$ cat config.mk
export PLATFORM = sky130hd
export DESIGN_NAME = load_store_unit
export DESIGN_NICKNAME = d
export VERILOG_FILES = /design/src/rtl/load_store_unit.sv
export SDC_FILE = /design/constraint.sdc
export NUM_CORES = 1
export LEC_CHECK = 0
export BUFFER_PORTS_ARGS = -buffer_cell sky130_fd_sc_hd__buf_2
export CAP_MARGIN = 5
export CORE_ASPECT_RATIO = 1.2
export CORE_MARGIN = 3
export CORE_UTILIZATION = 44
export DETAILED_ROUTE_END_ITERATION = 10
export PLACE_DENSITY = 0.77
export REMOVE_ABC_BUFFERS = 1
export SLEW_MARGIN = 40
export SYNTH_ARGS = -nofsm -noshare
export SYNTH_HDL_FRONTEND = slang
export SYNTH_SLANG_ARGS = --single-unit
$ cat constraint.sdc
create_clock -name clk -period 1.6 [get_ports clk]
set_input_delay 0.16 -clock clk [delete_from_list [all_inputs] [get_ports clk]]
set_output_delay 0.16 -clock clk [all_outputs]
set_load 0.02 [all_outputs]
$ cat src/rtl/load_store_unit.sv
`default_nettype none
// +----------------------------------------------------------------------------+
// | load_store_unit: request/grant data-memory bus master with load extension  |
// | Rev 1.0                                                                    |
// +----------------------------------------------------------------------------+
module load_store_unit (
  input  logic        clk,
  input  logic        rst_n,
  input  logic        ex_valid,
  input  logic        ex_we,
  input  logic [2:0]  ex_funct3,
  input  logic [31:0] ex_addr,
  input  logic [31:0] ex_wdata,
  output logic        lsu_busy,
  output logic [31:0] dmem_out,
  output logic        wb_valid,
  output logic        lsu_fault,
  output logic        mem_req,
  output logic        mem_we,
  output logic [31:0] mem_addr,
  output logic [3:0]  mem_be,
  output logic [31:0] mem_wdata,
  input  logic        mem_gnt,
  input  logic        mem_rvalid,
  input  logic [31:0] mem_rdata
);

  localparam logic [1:0] S_IDLE = 2'd0;
  localparam logic [1:0] S_REQ  = 2'd1;
  localparam logic [1:0] S_WAIT = 2'd2;

  logic [1:0]  state_q,  state_d;
  logic        we_q,     we_d;
  logic [2:0]  funct3_q, funct3_d;
  logic [1:0]  lo_q,     lo_d;
  logic [31:0] addr_q,   addr_d;
  logic [3:0]  be_q,     be_d;
  logic [31:0] wdata_q,  wdata_d;
  logic [31:0] dmem_q,   dmem_d;
  logic        wb_q,     wb_d;
  logic        fault_q,  fault_d;
  logic        busy_q,   busy_d;
  logic        req_q,    req_d;
  logic        mwe_q,    mwe_d;

  logic        legal;
  logic        aligned;
  logic [3:0]  be_calc;
  logic [31:0] wdata_calc;
  logic [31:0] lane;
  logic [31:0] ext;

  always_comb begin
    legal = 1'b0;
    if (ex_we) begin
      case (ex_funct3)
        3'd0, 3'd1, 3'd2: legal = 1'b1;
        default:          legal = 1'b0;
      endcase
    end else begin
      case (ex_funct3)
        3'd0, 3'd1, 3'd2, 3'd4, 3'd5: legal = 1'b1;
        default:                      legal = 1'b0;
      endcase
    end

    // funct3[1:0] encodes access size for both loads and stores
    case (ex_funct3[1:0])
      2'b00: begin
        aligned    = 1'b1;
        be_calc    = 4'b0001 << ex_addr[1:0];
        wdata_calc = {4{ex_wdata[7:0]}};
      end
      2'b01: begin
        aligned    = ~ex_addr[0];
        be_calc    = 4'b0011 << ex_addr[1:0];
        wdata_calc = {2{ex_wdata[15:0]}};
      end
      2'b10: begin
        aligned    = (ex_addr[1:0] == 2'b00);
        be_calc    = 4'b1111;
        wdata_calc = ex_wdata;
      end
      default: begin
        aligned    = 1'b0;
        be_calc    = 4'b1111;
        wdata_calc = ex_wdata;
      end
    endcase
  end

  always_comb begin
    lane = mem_rdata >> {lo_q, 3'b000};
    case (funct3_q)
      3'd0:    ext = {{24{lane[7]}}, lane[7:0]};
      3'd1:    ext = {{16{lane[15]}}, lane[15:0]};
      3'd4:    ext = {24'd0, lane[7:0]};
      3'd5:    ext = {16'd0, lane[15:0]};
      default: ext = mem_rdata;
    endcase
  end

  always_comb begin
    state_d  = state_q;
    we_d     = we_q;
    funct3_d = funct3_q;
    lo_d     = lo_q;
    addr_d   = addr_q;
    be_d     = be_q;
    wdata_d  = wdata_q;
    dmem_d   = dmem_q;
    wb_d     = 1'b0;
    fault_d  = 1'b0;

    case (state_q)
      S_IDLE: begin
        if (ex_valid) begin
          if (legal && aligned) begin
            we_d     = ex_we;
            funct3_d = ex_funct3;
            lo_d     = ex_addr[1:0];
            addr_d   = {ex_addr[31:2], 2'b00};
            be_d     = be_calc;
            wdata_d  = wdata_calc;
            state_d  = S_REQ;
          end else begin
            fault_d  = 1'b1;
          end
        end
      end
      S_REQ: begin
        if (mem_gnt) begin
          if (we_q) begin
            wb_d    = 1'b1;
            state_d = S_IDLE;
          end else begin
            state_d = S_WAIT;
          end
        end
      end
      S_WAIT: begin
        if (mem_rvalid) begin
          dmem_d  = ext;
          wb_d    = 1'b1;
          state_d = S_IDLE;
        end
      end
      default: state_d = S_IDLE;
    endcase

    busy_d = (state_d != S_IDLE);
    req_d  = (state_d == S_REQ);
    mwe_d  = (state_d == S_REQ) && we_d;
  end

  always_ff @(posedge clk or negedge rst_n) begin
    if (!rst_n) begin
      state_q  <= S_IDLE;
      we_q     <= 1'b0;
      funct3_q <= 3'd0;
      lo_q     <= 2'd0;
      addr_q   <= 32'd0;
      be_q     <= 4'd0;
      wdata_q  <= 32'd0;
      dmem_q   <= 32'd0;
      wb_q     <= 1'b0;
      fault_q  <= 1'b0;
      busy_q   <= 1'b0;
      req_q    <= 1'b0;
      mwe_q    <= 1'b0;
    end else begin
      state_q  <= state_d;
      we_q     <= we_d;
      funct3_q <= funct3_d;
      lo_q     <= lo_d;
      addr_q   <= addr_d;
      be_q     <= be_d;
      wdata_q  <= wdata_d;
      dmem_q   <= dmem_d;
      wb_q     <= wb_d;
      fault_q  <= fault_d;
      busy_q   <= busy_d;
      req_q    <= req_d;
      mwe_q    <= mwe_d;
    end
  end

  assign lsu_busy  = busy_q;
  assign dmem_out  = dmem_q;
  assign wb_valid  = wb_q;
  assign lsu_fault = fault_q;
  assign mem_req   = req_q;
  assign mem_we    = mwe_q;
  assign mem_addr  = addr_q;
  assign mem_be    = be_q;
  assign mem_wdata = wdata_q;

endmodule
`default_nettype wire

==> results of run 1 <==
logic make-up after synthesis:
logic type | Yosys count | synth area share [%]
mux | 37 | 7.46
compound gates | 102 | 11.0
buf+inv | 42 | 3.77
simple gates | 269 | 22.8
flops | 111 | 53.9
fa+ha+maj | 4 | 0.972
other cells | 1 | 0.0728
stage by stage:
stage                     total power [mW]  util [%]  worst slack, ps  setup TNS, ps
after CTS                             13.6      62.3            -17.3          -56.3
after global routing                  14.7      63.3            -82.2          -1210
after global placement                11.0      57.6             61.2              0
after floorplan                       8.58         -            -1340         -69760
after detailed placement              11.2      57.6            -21.0          -57.4
final                                 13.7      63.3            -24.8          -69.9
what timing repair did:
item	4_1_cts	5_1_grt
setup buffers	0	1
endpoints found under the setup margin	11	59
hold buffers	20	1
endpoints found under the hold margin	49	1
pin swaps	0	5
resized for setup	6	21
report_power, final:
group          leakage, nW  internal [mW]  switching, mW
combinational         2.30           2.44           4.14
clock                0.147           1.27          0.981
sequential            1.39           4.12          0.774
critical path, cell delays in order, from the launching register on:
cell and delay, ps:
dfrtp_1 390, mux4_2 550, nor2b_4 160, o21ai_4 140, buf_12 180, nand3_1 80
sequential cells by signal, summed over array words and instances (netlist names):
| signal | flops |
|---|---|
| state_q | 2 |
| funct3_q | 3 |
| mem_wdata | 32 |
| we_q | 1 |
| dmem_out | 32 |
| mem_be | 4 |
| mem_we | 1 |
| lo_q | 2 |
| mem_req | 1 |
| wb_valid | 1 |
| lsu_fault | 1 |
| mem_addr | 30 |
| lsu_busy | 1 |
how the worst max path moves through the flow:
stage / from / endpoint / slack (ps) / depth (start not counted)
6_report: lo_q[1]$_DFFE_PN0P_ / dmem_out[23]$_DFFE_PN0P_ / -20 / 5
5_1_grt: lo_q[1]$_DFFE_PN0P_ / dmem_out[23]$_DFFE_PN0P_ / -80 / 5
4_1_cts: lo_q[1]$_DFFE_PN0P_ / dmem_out[23]$_DFFE_PN0P_ / -20 / 5
3_5_place_dp: lo_q[1]$_DFFE_PN0P_ / dmem_out[15]$_DFFE_PN0P_ / -20 / 5
3_3_place_gp: lo_q[1]$_DFFE_PN0P_ / dmem_out[10]$_DFFE_PN0P_ / 60 / 5
2_1_floorplan: state_q[1]$_DFF_PN0_ / mem_we$_DFF_PN0_ / -1340 / 6
synthesized netlist by cell type (2+ instances only):
cell and count:
nand3_1 23, ha_1 4, o21ai_0 43, nor3_1 2, buf_4 3, nand2_1 193
nor3b_1 2, buf_2 8, dfrtp_1 111, nand3_2 11, nand2b_1 2, mux2i_1 35
inv_1 4, clkbuf_1 23, buf_1 2, buf_6 2, nor2b_1 4, nor2_1 23
o21ai_1 18, a21oi_1 26, o22ai_1 8
final cells by class:
type	instances	area (um^2)	share of cell area, %
Multi-Input combinational cell	414	2300	32.3
Clock buffer	12	246	3.46
Inverter	4	15.0	0.211
Timing Repair Buffer	255	1530	21.5
Clock inverter	4	52.6	0.738
Sequential cell	111	2780	39.0
Tap cell	154	193	2.71
cells in the final DEF (no fill, tap or decap), types with 2 or more instances in the layout:
cell type and n:
nor2b_4 2, nor2b_2 2, buf_2 206, buf_4 18, ha_1 2, o21ai_1 18, a21oi_2 2, dlygate4sd3_1 21
dfrtp_1 111, nand3_1 21, a21oi_1 24, conb_1 2, inv_1 2, buf_6 5, clkbuf_1 2, ha_4 2
o22ai_1 8, buf_12 5, clkbuf_16 9, nor3_1 2, nand3_2 12, inv_2 2, nor2_1 22, o21ai_4 2
o21ai_0 43, mux2i_1 35, nand2_1 192
routing by layer:
layer,share of wire (%),vias to the layer above,GRT usage [%]
li1,-,2330,-
met1,39,2294,28.1
met2,51,222,40.1
met3,9.6,8,9.07
met4,0.62,0,4.40
met5,0,-,0
==> impl_metrics.csv, run 1 <==
group,metric,value,unit
pwr,ir_drop,1.28,mV
detailed_routing,vias,4854,
worst_setup_path,r2r_setup_slack,-20,ps
timing,post-route-min-period,1620,ps
die,dieHeight,125,um
synthesis,synth_seq_cells,111,
detailed_routing,drt-pass1-iter-count,6,
die,dieWidth,105,um
clock_network,cts.sink_count,111,
finish,nFillCells,965,
worst_setup_path,crit_path_start_kind,"flip-flop",
detailed_routing,via_per_inst,5.09,
worst_setup_path,r2r_start,"lo_q[1]$_DFFE_PN0P_",
detailed_routing,ant_nets,0,
worst_setup_path,path_max_fanout,16,
worst_hold_path,holdCritStartpoint,"ex_addr[9]",
worst_setup_path,r2r_end,"dmem_out[23]$_DFFE_PN0P_",
worst_hold_path,min_path_type,"in -> reg",
clock_network,clock_path_buffers,2,
synthesis,ys.flop_type,"dfrtp_1",
synthesis,synth_edf_count,0,
die,rows,42,
timing,fin_hold_ws,15.6,ps
worst_setup_path,worstSetupEndpointType,"flip-flop",
clock_network,root_buffer,"clkbuf_16",
finish,synthToLayoutAreaGrowth,38.2,%
die,core,11200,um^2
clock_network,clkTransAtPathRegs,70,ps
pwr,p_per_area,1930,nW/um^2
clock_network,cts_buffers,9,
die,dieArea,13000,um^2
place,dp.cells,916,
worst_hold_path,holdPathStages,3,
synthesis,synth_area_leaders,"dfrtp_1 54%, nand2_1 14%, mux2i_1 6.8%",
timing,grt_setup_unrepaired,"true",
finish,post-route-cell-area,7120,um^2
place,place_area,6480,um^2
finish,drive_gt1_share,35.6,%
detailed_routing,wire_per_inst,16.0,um
detailed_routing,drtIter0Drc,299,
die,initial_core_util,45.8,%
detailed_routing,wl,15.3,mm
clock_network,cts_tree,"yes",
worst_hold_path,hold_end,"mem_addr[9]$_DFFE_PN0P_",
grt,antenna_found_initial,0,
synthesis,synth.distinct_cells,40,
timing,hold_viol_final,0,
grt,grt_pass1_vias,5007,
grt,track_usage,23.4,%
synthesis,avgSynthCellArea,9.10,um^2
timing,fmax,615,MHz
place,place_congestion,0.886,
worst_setup_path,rr_worst_depth,5,
timing,period_share,102,%
place,dp_hpwl,11.1,mm
timing,finalMaxSlewViolations,0,
clock_network,insertion_delay,340,ps
worst_setup_path,worstPathArrival,1840,ps
flow_run,drv_cap,0,
grt,grt_first_pass_wirelength,24.7,mm
die,io_pins,210,
timing,setup_viol,6,
timing,fin_worst_skew,6.93,ps
status,outcome,"complete, but fails checks",
grt,grt_start_max_net_pins,100,
synthesis,synthCells,566,
clock_network,htree_levels,3,
timing,fin_ws,-24.8,ps
synthesis,synth_area,5150,um^2
worst_setup_path,required,1810,ps
finish,final_nets,904,
finish,diodes,0,
place,io_buffers,207,
pwr,leakagePower,3.84,nW
worst_setup_path,path_class,"reg -> reg",
synthesis,synth_top_area_share,53.9,%
finish,final_cells,954,
synthesis,synth.largest_area_cell,"dfrtp_1",
status,violations,"setup timing",
grt,grt-ovfl-total,0,
synthesis,ys_seq_area_share,53.9,%
detailed_routing,route.detailed.drc,0,
synthesis,async_reset_ff_share,100,%
synthesis,ys_warn_count,0,
Note: power is estimated with default switching activity, not from simulation.
==> run 2: changes to the inputs <==
--- a/config.mk
+++ b/config.mk
@@ -9,9 +9,9 @@
 export CAP_MARGIN = 5
 export CORE_ASPECT_RATIO = 1.2
 export CORE_MARGIN = 3
-export CORE_UTILIZATION = 44
+export CORE_UTILIZATION = 48
 export DETAILED_ROUTE_END_ITERATION = 10
-export PLACE_DENSITY = 0.77
+export PLACE_DENSITY = 0.8
 export REMOVE_ABC_BUFFERS = 1
 export SLEW_MARGIN = 40
 export SYNTH_ARGS = -nofsm -noshare
==> constraint.sdc (replaced) <==
create_clock -name clk -period 1.55 [get_ports clk]
set_input_delay 0.155 -clock clk [delete_from_list [all_inputs] [get_ports clk]]
set_output_delay 0.155 -clock clk [all_outputs]
set_load 0.02 [all_outputs]
==> impl_metrics.csv, run 2 (synthesized netlist as in run 1, its figures left out) <==
group,metric,value,unit
clock_network,insertion_delay,340,ps
worst_setup_path,worstPathArrival,1790,ps
die,rows,40,
timing,grt_setup_unrepaired,"true",
worst_setup_path,cp_top_family,"multiplexers",
worst_hold_path,min_path_type,"in -> reg",
timing,finalMaxSlewViolations,0,
place,dp_hpwl,10.9,mm
worst_setup_path,rr_worst_depth,6,
status,outcome,"complete, but fails checks",
finish,nFillCells,772,
place,place_congestion,0.920,
worst_hold_path,holdCritStartpoint,"ex_addr[18]",
grt,grt_pass1_vias,5116,
timing,fin_worst_skew,7.62,ps
timing,fin_ws,-19.6,ps
pwr,internal-power,8.10,mW
pwr,leakagePower,3.85,nW
worst_setup_path,worst_path_max_delay_cell,"mux4_2",
finish,drive_gt1_share,36.9,%
worst_setup_path,r2r_setup_slack,-20,ps
finish,diodes,0,
grt,grt_busiest_layer,"met2",
timing,setup_tns,-136,ps
clock_network,clkTransAtPathRegs,70,ps
pwr,clkPwrFrac,16.0,%
worst_setup_path,r2r_start,"lo_q[1]$_DFFE_PN0P_",
worst_setup_path,cpPeakStageDelay,530,ps
clock_network,cts.sink_count,111,
timing,setup_viol,14,
grt,grt_use_met3,6.80,%
detailed_routing,route.detailed.drc,0,
finish,final_cells,930,
worst_setup_path,worstSetupEndpointType,"flip-flop",
clock_network,htree_levels,3,
worst_setup_path,required,1770,ps
detailed_routing,wire_per_inst,16.7,um
status,violations,"setup timing",
pwr,combinationalPowerShare,48.7,%
worst_setup_path,r2r_end,"dmem_out[13]$_DFFE_PN0P_",
pwr,seq_power_share,35.2,%
grt,met1_usage,32.6,%
die,initial_core_util,50.2,%
finish,final_nets,908,
pwr,ir_drop,1.17,mV
timing,period_share,101,%
timing,fmax,637,MHz
clock_network,cts_tree,"yes",
die,dieHeight,119,um
die,dieArea,12000,um^2
clock_network,cts_buffers,9,
worst_setup_path,crit_path_start_kind,"flip-flop",
clock_network,clock_path_buffers,2,
finish,ff_latch_area,2780,um^2
grt,grt_first_pass_wirelength,25.2,mm
finish,multi_input_area,2320,um^2
detailed_routing,vias,5020,
place,dp.cells,891,
flow_run,drv_cap,0,
detailed_routing,ant_nets,0,
pwr,p_per_area,2010,nW/um^2
detailed_routing,via_per_inst,5.40,
pwr,switchingPower,6.29,mW
worst_hold_path,hold_end,"mem_addr[18]$_DFFE_PN0P_",
worst_setup_path,cp_num_buf_inv,1,
finish,layout_commonest_cell,"buf_2",
finish,synthToLayoutAreaGrowth,38.7,%
detailed_routing,drt-pass1-iter-count,4,
grt,met2_usage,43.9,%
grt,track_usage,26.1,%
grt,grt_start_max_net_pins,100,
finish,layout_common_cells,"206 x buf_2, 192 x nand2_1, 111 x dfrtp_1",
detailed_routing,drtIter0Drc,275,
worst_setup_path,path_class,"reg -> reg",
pwr,switching_share,43.7,%
die,dieWidth,101,um
clock_network,root_buffer,"clkbuf_16",
worst_setup_path,path_cells,"mux4_2 -> buf_6 -> nand2b_4 -> o21ai_4 -> a21oi_1 -> o21ai_0",
timing,hold_viol_final,0,
place,io_buffers,207,
worst_setup_path,path_max_fanout,8,
grt,antenna_found_initial,0,
worst_hold_path,holdPathStages,3,
timing,post-route-min-period,1570,ps
detailed_routing,wl,15.6,mm
die,core,10300,um^2
die,io_pins,210,
grt,grt-ovfl-total,0,
-- run 2: per-stage QoR --
stage | total power [mW] | hold slack, ps | utilization, % | area [um^2] | setup WS, ps
2_1_floorplan | 8.86 | -141 | - | 4970 | -1390
3_3_place_gp | 11.4 | -9.50 | 63.0 | 6470 | -8.64
3_5_place_dp | 11.6 | -6.38 | 63.0 | 6470 | -63.4
4_1_cts | 14.1 | 0.650 | 68.3 | 7010 | -17.1
5_1_grt | 15.4 | 17.9 | 69.6 | 7140 | -145
6_report | 14.4 | 14.5 | 69.6 | 7140 | -19.6
-- run 2: worst max-delay path by stage --
stage | startpoint | endpoint | cells after the start
floorplan | state_q[1]$_DFF_PN0_ | mem_we$_DFF_PN0_ | 6
global placement | lo_q[1]$_DFFE_PN0P_ | dmem_out[8]$_DFFE_PN0P_ | 6
detailed placement | lo_q[1]$_DFFE_PN0P_ | dmem_out[11]$_DFFE_PN0P_ | 6
CTS | lo_q[1]$_DFFE_PN0P_ | dmem_out[26]$_DFFE_PN0P_ | 5
global route | lo_q[1]$_DFFE_PN0P_ | dmem_out[13]$_DFFE_PN0P_ | 6
finish | lo_q[1]$_DFFE_PN0P_ | dmem_out[13]$_DFFE_PN0P_ | 6
-- run 2: what timing repair did --
action | CTS | global route
cloned | 0 | 0
hold buffers | 21 | 0
pin swaps | 0 | 8
setup endpoints to repair | 41 | 59
endpoints found under the hold margin | 131 | 0
buffers inserted | 0 | 2
gates resized for setup | 9 | 33
-- run 2: worst min-delay path: stages --
cell and delay, ps:
buf_2 80, nand2_1 40, nand2_1 50
-- run 2: power groups by stage --
stage / sequential [mW] / combinational (mW) / clock (mW)
2_1_floorplan: 6.72 / 2.14 / 0
3_3_place_gp: 5.02 / 6.35 / 0
3_5_place_dp: 5.08 / 6.52 / 0
4_1_cts: 5.06 / 6.66 / 2.36
5_1_grt: 5.24 / 7.65 / 2.48
6_report: 5.07 / 7.01 / 2.31
-- run 2: area by class of cell --
cell class	instances	area share [%]
clock buffers	9	3.15
clock inverters	7	1.02
inverters	4	0.210
multi-input cells	414	32.5
flip-flops and latches	111	38.9
well taps	126	2.21
repair buffers	259	22.0
-- run 2: per-layer routing --
metal | vias up | wire (um)
li1 | 2340 | -
met1 | 2378 | 5890
met2 | 270 | 7690
met3 | 32 | 1580
met4 | 0 | 401
met5 | - | 0
==> run 3: changes to the inputs <==
--- a/config.mk
+++ b/config.mk
@@ -12,6 +12,7 @@
 export CORE_UTILIZATION = 48
 export DETAILED_ROUTE_END_ITERATION = 10
 export PLACE_DENSITY = 0.8
+export RECOVER_POWER = 25
 export REMOVE_ABC_BUFFERS = 1
 export SLEW_MARGIN = 40
 export SYNTH_ARGS = -nofsm -noshare
==> impl_metrics.csv, run 3 (synthesized netlist as in run 1, its figures left out) <==
group,metric,value,unit
clock_network,clkTransAtPathRegs,70,ps
clock_network,htree_levels,3,
finish,synthToLayoutAreaGrowth,38.3,%
timing,fin_hold_ws,13.9,ps
die,dieWidth,101,um
timing,relSlewSlack,52.0,%
worst_setup_path,cp-startpoint,"lo_q[1]$_DFFE_PN0P_",
grt,grt-ovfl-total,0,
clock_network,insertion_delay,340,ps
die,dieHeight,119,um
timing,fmax,638,MHz
finish,final_nets,908,
pwr,leakagePower,3.84,nW
grt,grt_first_pass_wirelength,25.2,mm
die,dieArea,12000,um^2
status,outcome,"complete, but fails checks",
detailed_routing,vias,5014,
place,io_buffers,207,
detailed_routing,drt-pass1-iter-count,5,
clock_network,cts.sink_count,111,
place,dp.cells,891,
worst_hold_path,holdCritStartpoint,"ex_addr[18]",
worst_setup_path,worstPathArrival,1790,ps
grt,grt_start_max_net_pins,100,
timing,tightest_slew,721,ps
place,place_congestion,0.920,
timing,period_share,101,%
die,io_pins,210,
finish,post-route-util,69.4,%
detailed_routing,drtIter0Drc,266,
place,dp_hpwl,10.9,mm
worst_setup_path,crit_path_start_kind,"flip-flop",
grt,track_usage,26.1,%
worst_setup_path,r2r_start,"lo_q[1]$_DFFE_PN0P_",
detailed_routing,wire_per_inst,16.7,um
worst_hold_path,min_path_type,"in -> reg",
timing,finalMaxSlewViolations,0,
detailed_routing,wl,15.5,mm
die,rows,40,
worst_setup_path,path_max_fanout,8,
finish,drive_gt1_share,36.8,%
timing,setup_tns,-123,ps
finish,layout_common_cells,"206 x buf_2, 192 x nand2_1, 111 x dfrtp_1",
finish,diodes,0,
detailed_routing,route.detailed.drc,0,
clock_network,cts_buffers,9,
worst_setup_path,required,1770,ps
die,initial_core_util,50.2,%
clock_network,root_buffer,"clkbuf_16",
worst_setup_path,r2r_setup_slack,-20,ps
timing,fin_ws,-17.5,ps
flow_run,drv_cap,0,
timing,post-route-min-period,1570,ps
finish,layout_commonest_cell,"buf_2",
die,core,10300,um^2
clock_network,cts_tree,"yes",
finish,nFillCells,775,
status,violations,"setup timing",
pwr,ir_drop,1.17,mV
finish,final_cells,930,
timing,grt_setup_unrepaired,"true",
worst_setup_path,worstSetupEndpointType,"flip-flop",
detailed_routing,ant_nets,0,
detailed_routing,via_per_inst,5.39,
timing,fin_worst_skew,5.02,ps
grt,antenna_found_initial,0,
clock_network,clock_path_buffers,2,
pwr,total_power,14.4,mW
pwr,p_per_area,2020,nW/um^2
timing,hold_viol_final,0,
timing,setup_viol,13,
worst_setup_path,path_class,"reg -> reg",
grt,grt_pass1_vias,5116,
-- run 3: cell count changes in the layout (fill, tap and decap cells not counted), sizes merged --
cell	change
buf	-3
clkbuf	+3
-- run 3: cell type report --
type / count / area (um^2) / area share (%)
Inverter: 4 / 15.0 / 0.211
Clock buffer: 9 / 225 / 3.16
Multi-Input combinational cell: 414 / 2320 / 32.6
Clock inverter: 7 / 72.6 / 1.02
Timing Repair Buffer: 259 / 1550 / 21.8
Sequential cell: 111 / 2780 / 39.0
Tap cell: 126 / 158 / 2.21
-- run 3: what timing repair did --
item / 4_1_cts / 5_1_grt
hold endpoints to repair: 131 / 0
pin swaps: 0 / 8
cloned: 0 / 0
gates resized for setup: 9 / 33
endpoints found under the setup margin: 41 / 59
hold buffers: 21 / 0
setup buffers: 0 / 2
-- run 3: path summary, 6_finish.rpt --
| kind | to | cells after the start |
|---|---|---|
| setup / recovery | dmem_out[13]$_DFFE_PN0P_ | 6 |
| hold / removal | mem_addr[18]$_DFFE_PN0P_ | 3 |
| setup reg to reg | dmem_out[13]$_DFFE_PN0P_ | 6 |
| hold reg to reg | mem_wdata[1]$_DFFE_PN0P_ | 2 |
| max in group asynchronous | mem_be[2]$_DFFE_PN0P_ | 3 |
| min in group asynchronous | dmem_out[29]$_DFFE_PN0P_ | 2 |
-- run 3: layer usage --
| metal | track usage [%] | wire (um) | vias up |
|---|---|---|---|
| met2 | 43.9 | 7680 | 273 |
| met5 | 0 | 0 | - |
| met1 | 32.6 | 5900 | 2372 |
| met4 | 8.51 | 392 | 0 |
| met3 | 6.80 | 1560 | 32 |
| li1 | - | - | 2337 |
-- run 3: through the flow --
stage               cell area [um^2]  setup WS [ps]
floorplan                       4970          -1390
global route                    7120           -145
global placement                6470          -8.64
detailed placement              6470          -63.4
finish                          7120          -17.5
CTS                             7010          -17.1
-- run 3: report_power, final --
part / switching (mW) / internal, mW / leakage (nW) / total [mW]
Sequential: 0.819 / 4.25 / 1.39 / 5.07
Clock: 1.04 / 1.26 / 0.142 / 2.30
Combinational: 4.41 / 2.59 / 2.31 / 7.00
-- run 3: critical path, cell delays in order (launching register included) --
cell,delay (ps)
dfrtp_1,370
mux4_2,530
buf_6,140
nand2b_4,70
o21ai_4,100
a21oi_1,150
o21ai_0,90
